**config.mk**
```make
export PLATFORM = sky130hd
export DESIGN_NAME = mips_bus_arbiter
export DESIGN_NICKNAME = d
export VERILOG_FILES = /design/src/rtl/mips_bus_arbiter.sv
export SDC_FILE = /design/constraint.sdc
export NUM_CORES = 1
export LEC_CHECK = 0
export CORE_ASPECT_RATIO = 0.6
export CORE_UTILIZATION = 40
export CTS_BUF_LIST = sky130_fd_sc_hd__clkbuf_4
export CTS_CLUSTER_DIAMETER = 60
export CTS_CLUSTER_SIZE = 14
export DETAILED_ROUTE_END_ITERATION = 10
export PLACE_DENSITY_LB_ADDON = 0.15
export SLEW_MARGIN = 10
export SYNTH_ARGS = -nofsm -noshare
export SYNTH_HDL_FRONTEND = slang
export SYNTH_SLANG_ARGS = --single-unit
```
**constraint.sdc**
```tcl
create_clock -name clk -period 2 [get_ports clk]
set_clock_uncertainty 0.1 [all_clocks]
set_input_delay 0.4 -clock clk [delete_from_list [all_inputs] [get_ports clk]]
set_output_delay 0.4 -clock clk [all_outputs]
set_load 0.01 [all_outputs]
```
**src/rtl/mips_bus_arbiter.sv**
```systemverilog
// mips_bus_arbiter: round-robin arbiter between the fetch port (I) and the
// load/store port (D) onto a single Avalon-MM master. There is one transfer
// at a time, sequenced IDLE -> BUS -> RESP, and every output is registered.
// Optional feature: define ARB_TIMEOUT_EN to abort transfers stalled by
// waitrequest for TIMEOUT_CYCLES cycles. An aborted transfer returns
// 32'hDEAD_BEEF and sets the sticky timeout_err flag.
`timescale 1ns/1ps
module mips_bus_arbiter #(
    parameter logic [7:0] TIMEOUT_CYCLES = 8'd255
) (
  input  logic        clk,
  input  logic        reset,
  input  logic        i_req,
  input  logic [31:0] i_addr,
  output logic        i_ack,
  output logic [31:0] i_rdata,
  input  logic        d_req,
  input  logic        d_we,
  input  logic [31:0] d_addr,
  input  logic [31:0] d_wdata,
  input  logic [3:0]  d_be,
  output logic        d_ack,
  output logic [31:0] d_rdata,
  output logic [31:0] address,
  output logic [31:0] writedata,
  output logic [3:0]  byteenable,
  output logic        read,
  output logic        write,
  input  logic        waitrequest,
  input  logic [31:0] readdata,
  output logic        busy,
  output logic        timeout_err
);

  typedef enum logic [1:0] {ST_IDLE, ST_BUS, ST_RESP} state_t;

  state_t      state_q, state_d;
  logic        grant_d_q, grant_d_d;   // 1: current transfer belongs to port D
  logic        last_d_q, last_d_d;     // 1: most recent grant went to port D
  logic [31:0] address_q, address_d;
  logic [31:0] writedata_q, writedata_d;
  logic [3:0]  be_q, be_d;
  logic        read_q, read_d;
  logic        write_q, write_d;
  logic        i_ack_q, i_ack_d;
  logic        d_ack_q, d_ack_d;
  logic [31:0] i_rdata_q, i_rdata_d;
  logic [31:0] d_rdata_q, d_rdata_d;
  logic        busy_q, busy_d;
  logic        pick_d;
`ifdef ARB_TIMEOUT_EN
  logic [7:0]  cnt_q, cnt_d;           // consecutive waitrequest cycles in BUS
  logic        terr_q, terr_d;
`endif

  // Next-state and output-register logic for the IDLE/BUS/RESP sequencer
  always_comb begin
    state_d     = state_q;
    grant_d_d   = grant_d_q;
    last_d_d    = last_d_q;
    address_d   = address_q;
    writedata_d = writedata_q;
    be_d        = be_q;
    read_d      = read_q;
    write_d     = write_q;
    i_ack_d     = 1'b0;
    d_ack_d     = 1'b0;
    i_rdata_d   = i_rdata_q;
    d_rdata_d   = d_rdata_q;
    busy_d      = busy_q;
    pick_d      = 1'b0;
`ifdef ARB_TIMEOUT_EN
    cnt_d       = cnt_q;
    terr_d      = terr_q;
`endif
    case (state_q)
      ST_IDLE: begin
        if (i_req || d_req) begin
          // D wins when alone, or on a tie when I was granted last
          pick_d    = d_req && (!i_req || !last_d_q);
          grant_d_d = pick_d;
          last_d_d  = pick_d;
          busy_d    = 1'b1;
          state_d   = ST_BUS;
`ifdef ARB_TIMEOUT_EN
          cnt_d     = 8'd0;
`endif
          if (pick_d) begin
            address_d   = d_addr;
            writedata_d = d_wdata;
            be_d        = d_be;
            read_d      = !d_we;
            write_d     = d_we;
          end else begin
            address_d   = i_addr;
            writedata_d = 32'h0;
            be_d        = 4'b1111;
            read_d      = 1'b1;
            write_d     = 1'b0;
          end
        end
      end
      ST_BUS: begin
        if (!waitrequest) begin
          // Normal completion; also wins over a timeout in the same cycle
          read_d  = 1'b0;
          write_d = 1'b0;
          state_d = ST_RESP;
          if (grant_d_q) begin
            d_ack_d   = 1'b1;
            d_rdata_d = read_q ? readdata : 32'h0;
          end else begin
            i_ack_d   = 1'b1;
            i_rdata_d = readdata;
          end
        end
`ifdef ARB_TIMEOUT_EN
        else if (cnt_q + 8'd1 == TIMEOUT_CYCLES) begin
          read_d  = 1'b0;
          write_d = 1'b0;
          terr_d  = 1'b1;
          state_d = ST_RESP;
          if (grant_d_q) begin
            d_ack_d   = 1'b1;
            d_rdata_d = 32'hDEAD_BEEF;
          end else begin
            i_ack_d   = 1'b1;
            i_rdata_d = 32'hDEAD_BEEF;
          end
        end else begin
          cnt_d = cnt_q + 8'd1;
        end
`endif
      end
      ST_RESP: begin
        busy_d  = 1'b0;
        state_d = ST_IDLE;
      end
      default: begin
        read_d  = 1'b0;
        write_d = 1'b0;
        busy_d  = 1'b0;
        state_d = ST_IDLE;
      end
    endcase
  end

  // State and output registers with synchronous reset
  always_ff @(posedge clk) begin
    if (reset) begin
      state_q     <= ST_IDLE;
      grant_d_q   <= 1'b0;
      last_d_q    <= 1'b0;
      address_q   <= 32'h0;
      writedata_q <= 32'h0;
      be_q        <= 4'b0000;
      read_q      <= 1'b0;
      write_q     <= 1'b0;
      i_ack_q     <= 1'b0;
      d_ack_q     <= 1'b0;
      i_rdata_q   <= 32'h0;
      d_rdata_q   <= 32'h0;
      busy_q      <= 1'b0;
`ifdef ARB_TIMEOUT_EN
      cnt_q       <= 8'd0;
      terr_q      <= 1'b0;
`endif
    end else begin
      state_q     <= state_d;
      grant_d_q   <= grant_d_d;
      last_d_q    <= last_d_d;
      address_q   <= address_d;
      writedata_q <= writedata_d;
      be_q        <= be_d;
      read_q      <= read_d;
      write_q     <= write_d;
      i_ack_q     <= i_ack_d;
      d_ack_q     <= d_ack_d;
      i_rdata_q   <= i_rdata_d;
      d_rdata_q   <= d_rdata_d;
      busy_q      <= busy_d;
`ifdef ARB_TIMEOUT_EN
      cnt_q       <= cnt_d;
      terr_q      <= terr_d;
`endif
    end
  end

  assign address    = address_q;
  assign writedata  = writedata_q;
  assign byteenable = be_q;
  assign read       = read_q;
  assign write      = write_q;
  assign i_ack      = i_ack_q;
  assign d_ack      = d_ack_q;
  assign i_rdata    = i_rdata_q;
  assign d_rdata    = d_rdata_q;
  assign busy       = busy_q;
`ifdef ARB_TIMEOUT_EN
  assign timeout_err = terr_q;
`else
  assign timeout_err = 1'b0;
`endif

endmodule

```
==> summary.txt <==
Run status
  – Status: finished, final reports clean

GRT
  – Global-route wire length before repair: 27140 um
  – Initial antenna violation count: 0
  – GRT overflow: 0
  – Total GRT Usage: 0.2559
  – Vias in the first global route: 5289
  – Pin count of the biggest net entering global routing: 48

STA
  – Fin. Hold Viols: 0
  – Tcrit/Tclk final: 0.9687
  – Tmin final: 1937 ps
  – Worst slew margin: 0.4178
  – Count of final setup violators: 0
  – RSZ-0062 raised after global routing: no
  – Worst-margin pin slew: 871.3 ps
  – Max-slew violation count: 0
  – FMAX: 0.5161 GHz

Worst setup path
  – CP endpoint kind: output pin
  – WP buf/inv: 1
  – Worst endpoint required time: 1500 ps
  – Reg-to-reg startpoint: state_q[0]
  – Slowest cell on the critical path: clkdlybuf4s50_1
  – R2r worst-path depth: 3
  – R2R Setup Slk: 110 ps
  – Worst-path cell chain: clkdlybuf4s50_1
  – CP arrival: 1440 ps
  – Crit-path max FO: 2
  – CP max stage delay: 540 ps
  – Worst path top cell family by delay: buffers and inverters
  – Worst setup SP type: register
  – R2r endpoint: address[12]
  – Critical path type: reg2out

Cells and area
  – Area Overhead vs Synth: 66.68%
  – Leading cell types in the layout, fill and taps excluded: 181 x clkdlybuf4s50_1, 163 x nand2_1, 131 x dfxtp_1
  – Final core utilization: 0.7007
  – Layout cell share with drive strength beyond 1: 0.09080
  – Final Cell Area: 8670 um^2
  – Final net count: 986
  – Inserted Diodes: 0
  – Commonest non-fill, non-tap cell in the layout: clkdlybuf4s50_1
  – Finished Layout Cells: 1024

Yosys
  – Post-synthesis sequential area ratio: 0.5389
  – Area leader, netlist: dfxtp_1
  – Synth top area cells: dfxtp_1 54%, nand2_1 12%, a21oi_1 9.8%
  – Synth cell types: 33
  – Top-area cell type share of the netlist area: 0.5389
  – Mux share of post-synthesis cell area: 0
  – Synth Area in Compound Gates: 0.2247
  – Mapped Nets: 726
  – Register bit total from synthesis: 140
  – Mapped Cells: 588
  – Mean Syn Cell Area: 8.846 um^2
  – Xor and xnor fraction of the mapped netlist area: 0
  – Post-Synth Adder-Cell Area: 0
  – Ys Warns: 0
  – Largest family of logic cells by synthesized area: compound AO/OA/AOI/OAI gates
  – Simple-gate portion of the synthesized area: 0.1756
  – Post-Syn Area: 5201 um^2

Power and ir drop
  – Clock network fraction of total power: 0.296
  – Cell internal pwr: 4.391 mW
  – Comb pwr share: 0.206
  – Switching Share: 0.2844
  – Peak supply drop: 0.3177 mV
  – PwrDens: 707.9 nW/um^2
  – Net switching power: 1.746 mW
  – Static Leak: 4.567 nW
  – Flop pwr share: 0.498

Die
  – Die footprint: 13480 um^2
  – Die extent in x: 149.2 um
  – Initial Utilization: 0.4204
  – Core area: 12370 um^2
  – Row cnt: 31
  – IO Count: 276
  – Die Y: 90.33 um

Hold path
  – HP Start: reset
  – Hold Path End: busy
  – Type of the most critical hold path: in2reg
  – Hold depth: 2

CTS
  – Total CTS buffers: 17
  – Clk root buf: clkbuf_4
  – Clock Latency Late Sink: 520 ps
  – H-tree levels: 4
  – Sink Count: 140
  – Hold_buf cts: 0
  – Clock buffer depth: 2
  – CTS tree: built
  – Clk pin slew, worst setup/hold paths: 130 ps

Placed design
  – Post-DP Area: 8157 um^2
  – Hpwl dp: 12650 um
  – Cell count after placement: 994
  – Routability Congestion: 0.8524
  – Buffers on Ports: 274

Routing
  – Vias/cell: 5.305
  – DR WL/cell: 17.04 um
  – Final wirelength: 17450 um
  – DRC viols: 0
  – DR pass1 iterations: 6
  – Initial DRC Count: 303
  – Remaining antenna violation count: 0
  – DR vias: 5432

Flow run
  – Max cap viols: 0
[cell usage after synthesis (all sizes together)]
library cell  number
conb               1
nor4b              2
nand3             32
nor3               1
nand2            163
dfxtp            140
buf               34
and4bb             1
nand2b             2
o221a              4
a22o              32
a21bo              1
or2                2
nand4bb            1
inv                1
or4b               1
o21ai              1
a21boi             1
a311oi            32
nand4              1
a21oi            102
nand3b             1
clkbuf            24
o2111ai            2
nor2               5
a211o              1
[metal layers]
layer  routed length (um)  track usage  vias to the layer above
met5                    0            0                        -
met4                  315      0.07398                        0
met3                 1383      0.07273                       25
met2                 8303       0.4194                      223
met1                 7447       0.3263                     2600
li1                     -            -                     2584
[power by group through the flow]
stage / sequential (mW) / combinational (mW) / clock [mW]
2_1_floorplan: 3.18 / 0.457 / 0
3_3_place_gp: 3.11 / 1.26 / 0
3_5_place_dp: 3.12 / 1.29 / 0
4_1_cts: 3.06 / 1.30 / 1.84
5_1_grt: 3.08 / 1.36 / 1.97
6_report: 3.06 / 1.27 / 1.81
[cells by family (layout without fill, tap and decap cells)]
| family | after synthesis | after routing |
|---|---|---|
| other cells | 1 | 1 |
| compound gates | 176 | 176 |
| simple gates | 212 | 212 |
| flops | 140 | 140 |
| buf+inv | 59 | 330 |
[sequential cells by signal, indices dropped and copies added, names as in the netlist]
| name | count |
|---|---|
| busy | 1 |
| i_rdata | 32 |
| read | 1 |
| i_ack | 1 |
| writedata | 32 |
| state_q | 2 |
| address | 32 |
| last_d_q | 1 |
| write | 1 |
| byteenable | 4 |
| d_ack | 1 |
| d_rdata | 32 |
[area by class of cell]
class	instances	area [um^2]
timing repair buffer	299	3271
clock buffer	17	127.6
clock inverter	13	141.4
multi-input combinational	389	2103
inverter	1	3.754
tap	165	206.4
sequential	140	2816
fill	935	3704
[worst max path at each step]
stage                       start       endpoint  slack [ps]  cells past startpoint
floorplan              state_q[1]    i_rdata[24]         460                      6
global placement            i_req  byteenable[0]        -140                      4
detailed placement          i_req    address[12]        -220                      4
CTS                 writedata[15]  writedata[15]         0.2                      1
global route        byteenable[1]  byteenable[1]         0.2                      1
finish                address[12]    address[12]          60                      1
[repair_timing]
| item | in CTS | in global routing |
|---|---|---|
| gates resized for setup | 2 | 100 |
| setup endpoints to repair | 1 | 99 |
| setup buffers | 0 | 0 |
| pin swaps | 0 | 0 |
[metrics by stage]
stage	power [mW]	setup TNS, ps	hold slack (ps)	worst slack, ps
3_5_place_dp	4.410	-5778	348.2	-219.8
4_1_cts	6.192	0	133.6	0.2380
6_report	6.137	0	157.0	62.52
3_3_place_gp	4.376	-3879	338.8	-144.3
2_1_floorplan	3.638	0	376.1	463.2
5_1_grt	6.403	0	120.1	0.1575
Power figures use the tool's default switching activity.
==> patch, RTL diff (same settings) <==
`be_q` no longer has a reset.
--- a/src/rtl/mips_bus_arbiter.sv
+++ b/src/rtl/mips_bus_arbiter.sv
@@ -153,7 +153,6 @@
       last_d_q    <= 1'b0;
       address_q   <= 32'h0;
       writedata_q <= 32'h0;
-      be_q        <= 4'b0000;
       read_q      <= 1'b0;
       write_q     <= 1'b0;
       i_ack_q     <= 1'b0;
@@ -171,7 +170,6 @@
       last_d_q    <= last_d_d;
       address_q   <= address_d;
       writedata_q <= writedata_d;
-      be_q        <= be_d;
       read_q      <= read_d;
       write_q     <= write_d;
       i_ack_q     <= i_ack_d;
@@ -184,6 +182,10 @@
       terr_q      <= terr_d;
 `endif
     end
+  end
+
+  always_ff @(posedge clk) begin
+    be_q <= be_d;
   end
 
   assign address    = address_q;
Check against the original RTL: not equivalent (a bounded check fails within 4 cycles, from zero or initial values and one cycle with reset high).
==> patch against the unedited design <==
Synthesized area barely moved; sequential cell count did not move; largest cell class unchanged; routed wire length fell by 2.1%; power rose by 0.21%; count of clock-buffer cells in the layout rose by 1; final area fell by 0.29%; register-to-register slack improved by 0.16 ns; worst setup slack improved by 0.0090 ns.
==> patch: results (changes against the unedited design) <==
Run status
  • Status: complete, no violations

Clocking
  • Skew-Pair Late Insertion Delay: 0.51 ns
  • Num CTS Buffers: 17 (unchanged)
  • Post-CTS setup buffers: 0 (unchanged)
  • Clk root buf: clkbuf_4
  • Largest buffer count on any clock path: 2 (unchanged)
  • Maximum level of the CTS H-tree: 4 (unchanged)
  • Clock input transition at the sequential cells of the worst setup and hold paths: 0.13 ns (about the same)

Logic synthesis
  • Yosys cell types: 31 (-6.1%)
  • EDFF count, synth: 4 (+4)
  • Synthesized Nets: 724 (-0.28%)
  • Number of warnings issued by yosys: 0 (unchanged)
  • Top cells by area in the synthesized netlist: dfxtp_1, nand2_1, a21oi_1
  • Async S/R FF share, synth: 0% (unchanged)
  • Most used standard cells in the synthesized netlist: nand2_1, dfxtp_1, a21oi_1
  • Sequential-to-total area share from yosys stat: 54.6% (+0.72 points)

Drt
  • Post-DR wirelength/cell: 16.8 um (-1.6%)
  • Pre-antenna DRT Iters: 6 (unchanged)
  • Via count: 5283 (-2.7%)
  • Initial detailed-routing violation count: 250 (-17%)

Worst setup path
  • CP Data Arrival Time: between 1 and 1.5 ns
  • Critical Path Fanout Max: 2 (unchanged)
  • Library cell contributing the largest single delay on the critical path: clkdlybuf4s50_1
  • Crit-path max cell delay: approximately 0.55 ns
  • Top Family by Delay on Critical Path: buffers and inverters

Pwr
  • Net Sw Frac: 28.1% (-0.32 points)
  • Max VDD drop: 0.528 mV (+66%)
  • Lkg Pwr: 4.46 nW (-2.4%)

GRT
  • Largest net degree at the start of global routing: 73 (+52%)
  • Wire length of the first global-routing pass: 25900 um (-4.4%)
  • Antenna violations before repair: 0 (unchanged)
  • Number of global-route vias before repair: 5129 (-3.0%)
  • Global router's overall resource usage: 24.5% (-1.1 points)

Worst hold path
  • Kind of path behind the tightest hold check: in -> reg

Placement
  • Worst slack at placement: -0.0663 ns (+0.153 ns)
  • Final GP Congestion: 0.812 (-4.8%)
  • IO Port Bufs: 274 (unchanged)
  • DPL Wire Length: 11900 um (-6.2%)

Final layout
  • Share of cells above drive strength 1: 6.91% (-2.2 points)
  • Number of nets in the layout: 979 (-0.71%)
  • Diode insertion count for antenna repair: 0 (unchanged)

STA
  • Number of endpoints with negative hold slack in the final report: 0 (unchanged)
patch: cell count changes in the layout (fill, tap and decap cells not counted), moves of 3 or more:
cell	delta
buf_4	-6
dfxtp_2	-8
dfxtp_1	+5
edfxtp_1	+4
inv_6	-3
nand2b_1	+4
clkdlybuf4s50_1	+5
dlymetal6s2s_1	-6
clkinv_4	+4
o221a_2	-4
patch: worst paths after layout:
kind	startpoint	end	slack (ns)	cells after the start
worst max register to register	state_q[0]	address[5]	0.27	4
worst min register to register	d_rdata[31]	d_rdata[31]	0.36	2
worst min-delay path	reset	i_ack	0.29	3
worst max-delay path	i_rdata[19]	i_rdata[19]	0.07	1
patch: area by class of cell:
class	instances	area (um2)
Inverter	1	3.75
Clock buffer	18	135
Multi-Input combinational cell	387	2080
Timing Repair Buffer	294	3230
Clock inverter	14	148
Tap cell	165	206
Fill cell	956	3730
Sequential cell	140	2840
patch: cell families after synthesis:
kind of cell | Yosys count | synth area share (%)
AO/OA/AOI/OAI | 172 | 21.7
buffers and inverters | 59 | 5.98
flip-flops | 140 | 54.6
other | 1 | 0.0720
AND/OR/NAND/NOR | 214 | 17.7
patch: per-stage QoR:
step / std cells / instance area, um2 / utilization [%] / hold WS, ns / TNS [ns]
4_1_cts: 1019 / 8430 / 68.1 / 0.237 / 0
2_1_floorplan: 586 / 5210 / - / 0.376 / 0
3_5_place_dp: 987 / 8150 / 65.9 / 0.343 / -0.818
5_1_grt: 1019 / 8640 / 69.9 / 0.249 / 0
3_3_place_gp: 987 / 8150 / 65.9 / 0.337 / -0.0733
6_report: 1019 / 8640 / 69.9 / 0.287 / 0
patch: power groups by stage:
stage               Combinational, mW  Sequential, mW  Clock, mW
global placement                 1.26            3.12          0
floorplan                       0.446            3.19          0
detailed placement               1.27            3.13          0
finish                           1.26            3.06       1.83
global route                     1.34            3.08       1.99
CTS                              1.28            3.07       1.87
patch: routing by layer:
metal  vias up  track usage (%)  wire length [um]
li1       2564                -                 -
met5         -                0                 0
met1      2473             29.7              7100
met2       222             41.2              8420
met4         0             6.55               255
met3        24             8.13              1310
patch: timing repair:
action | 4_1_cts | 5_1_grt
resized for setup | 1 | 86
cloned | 0 | 0
endpoints found under the setup margin | 1 | 86
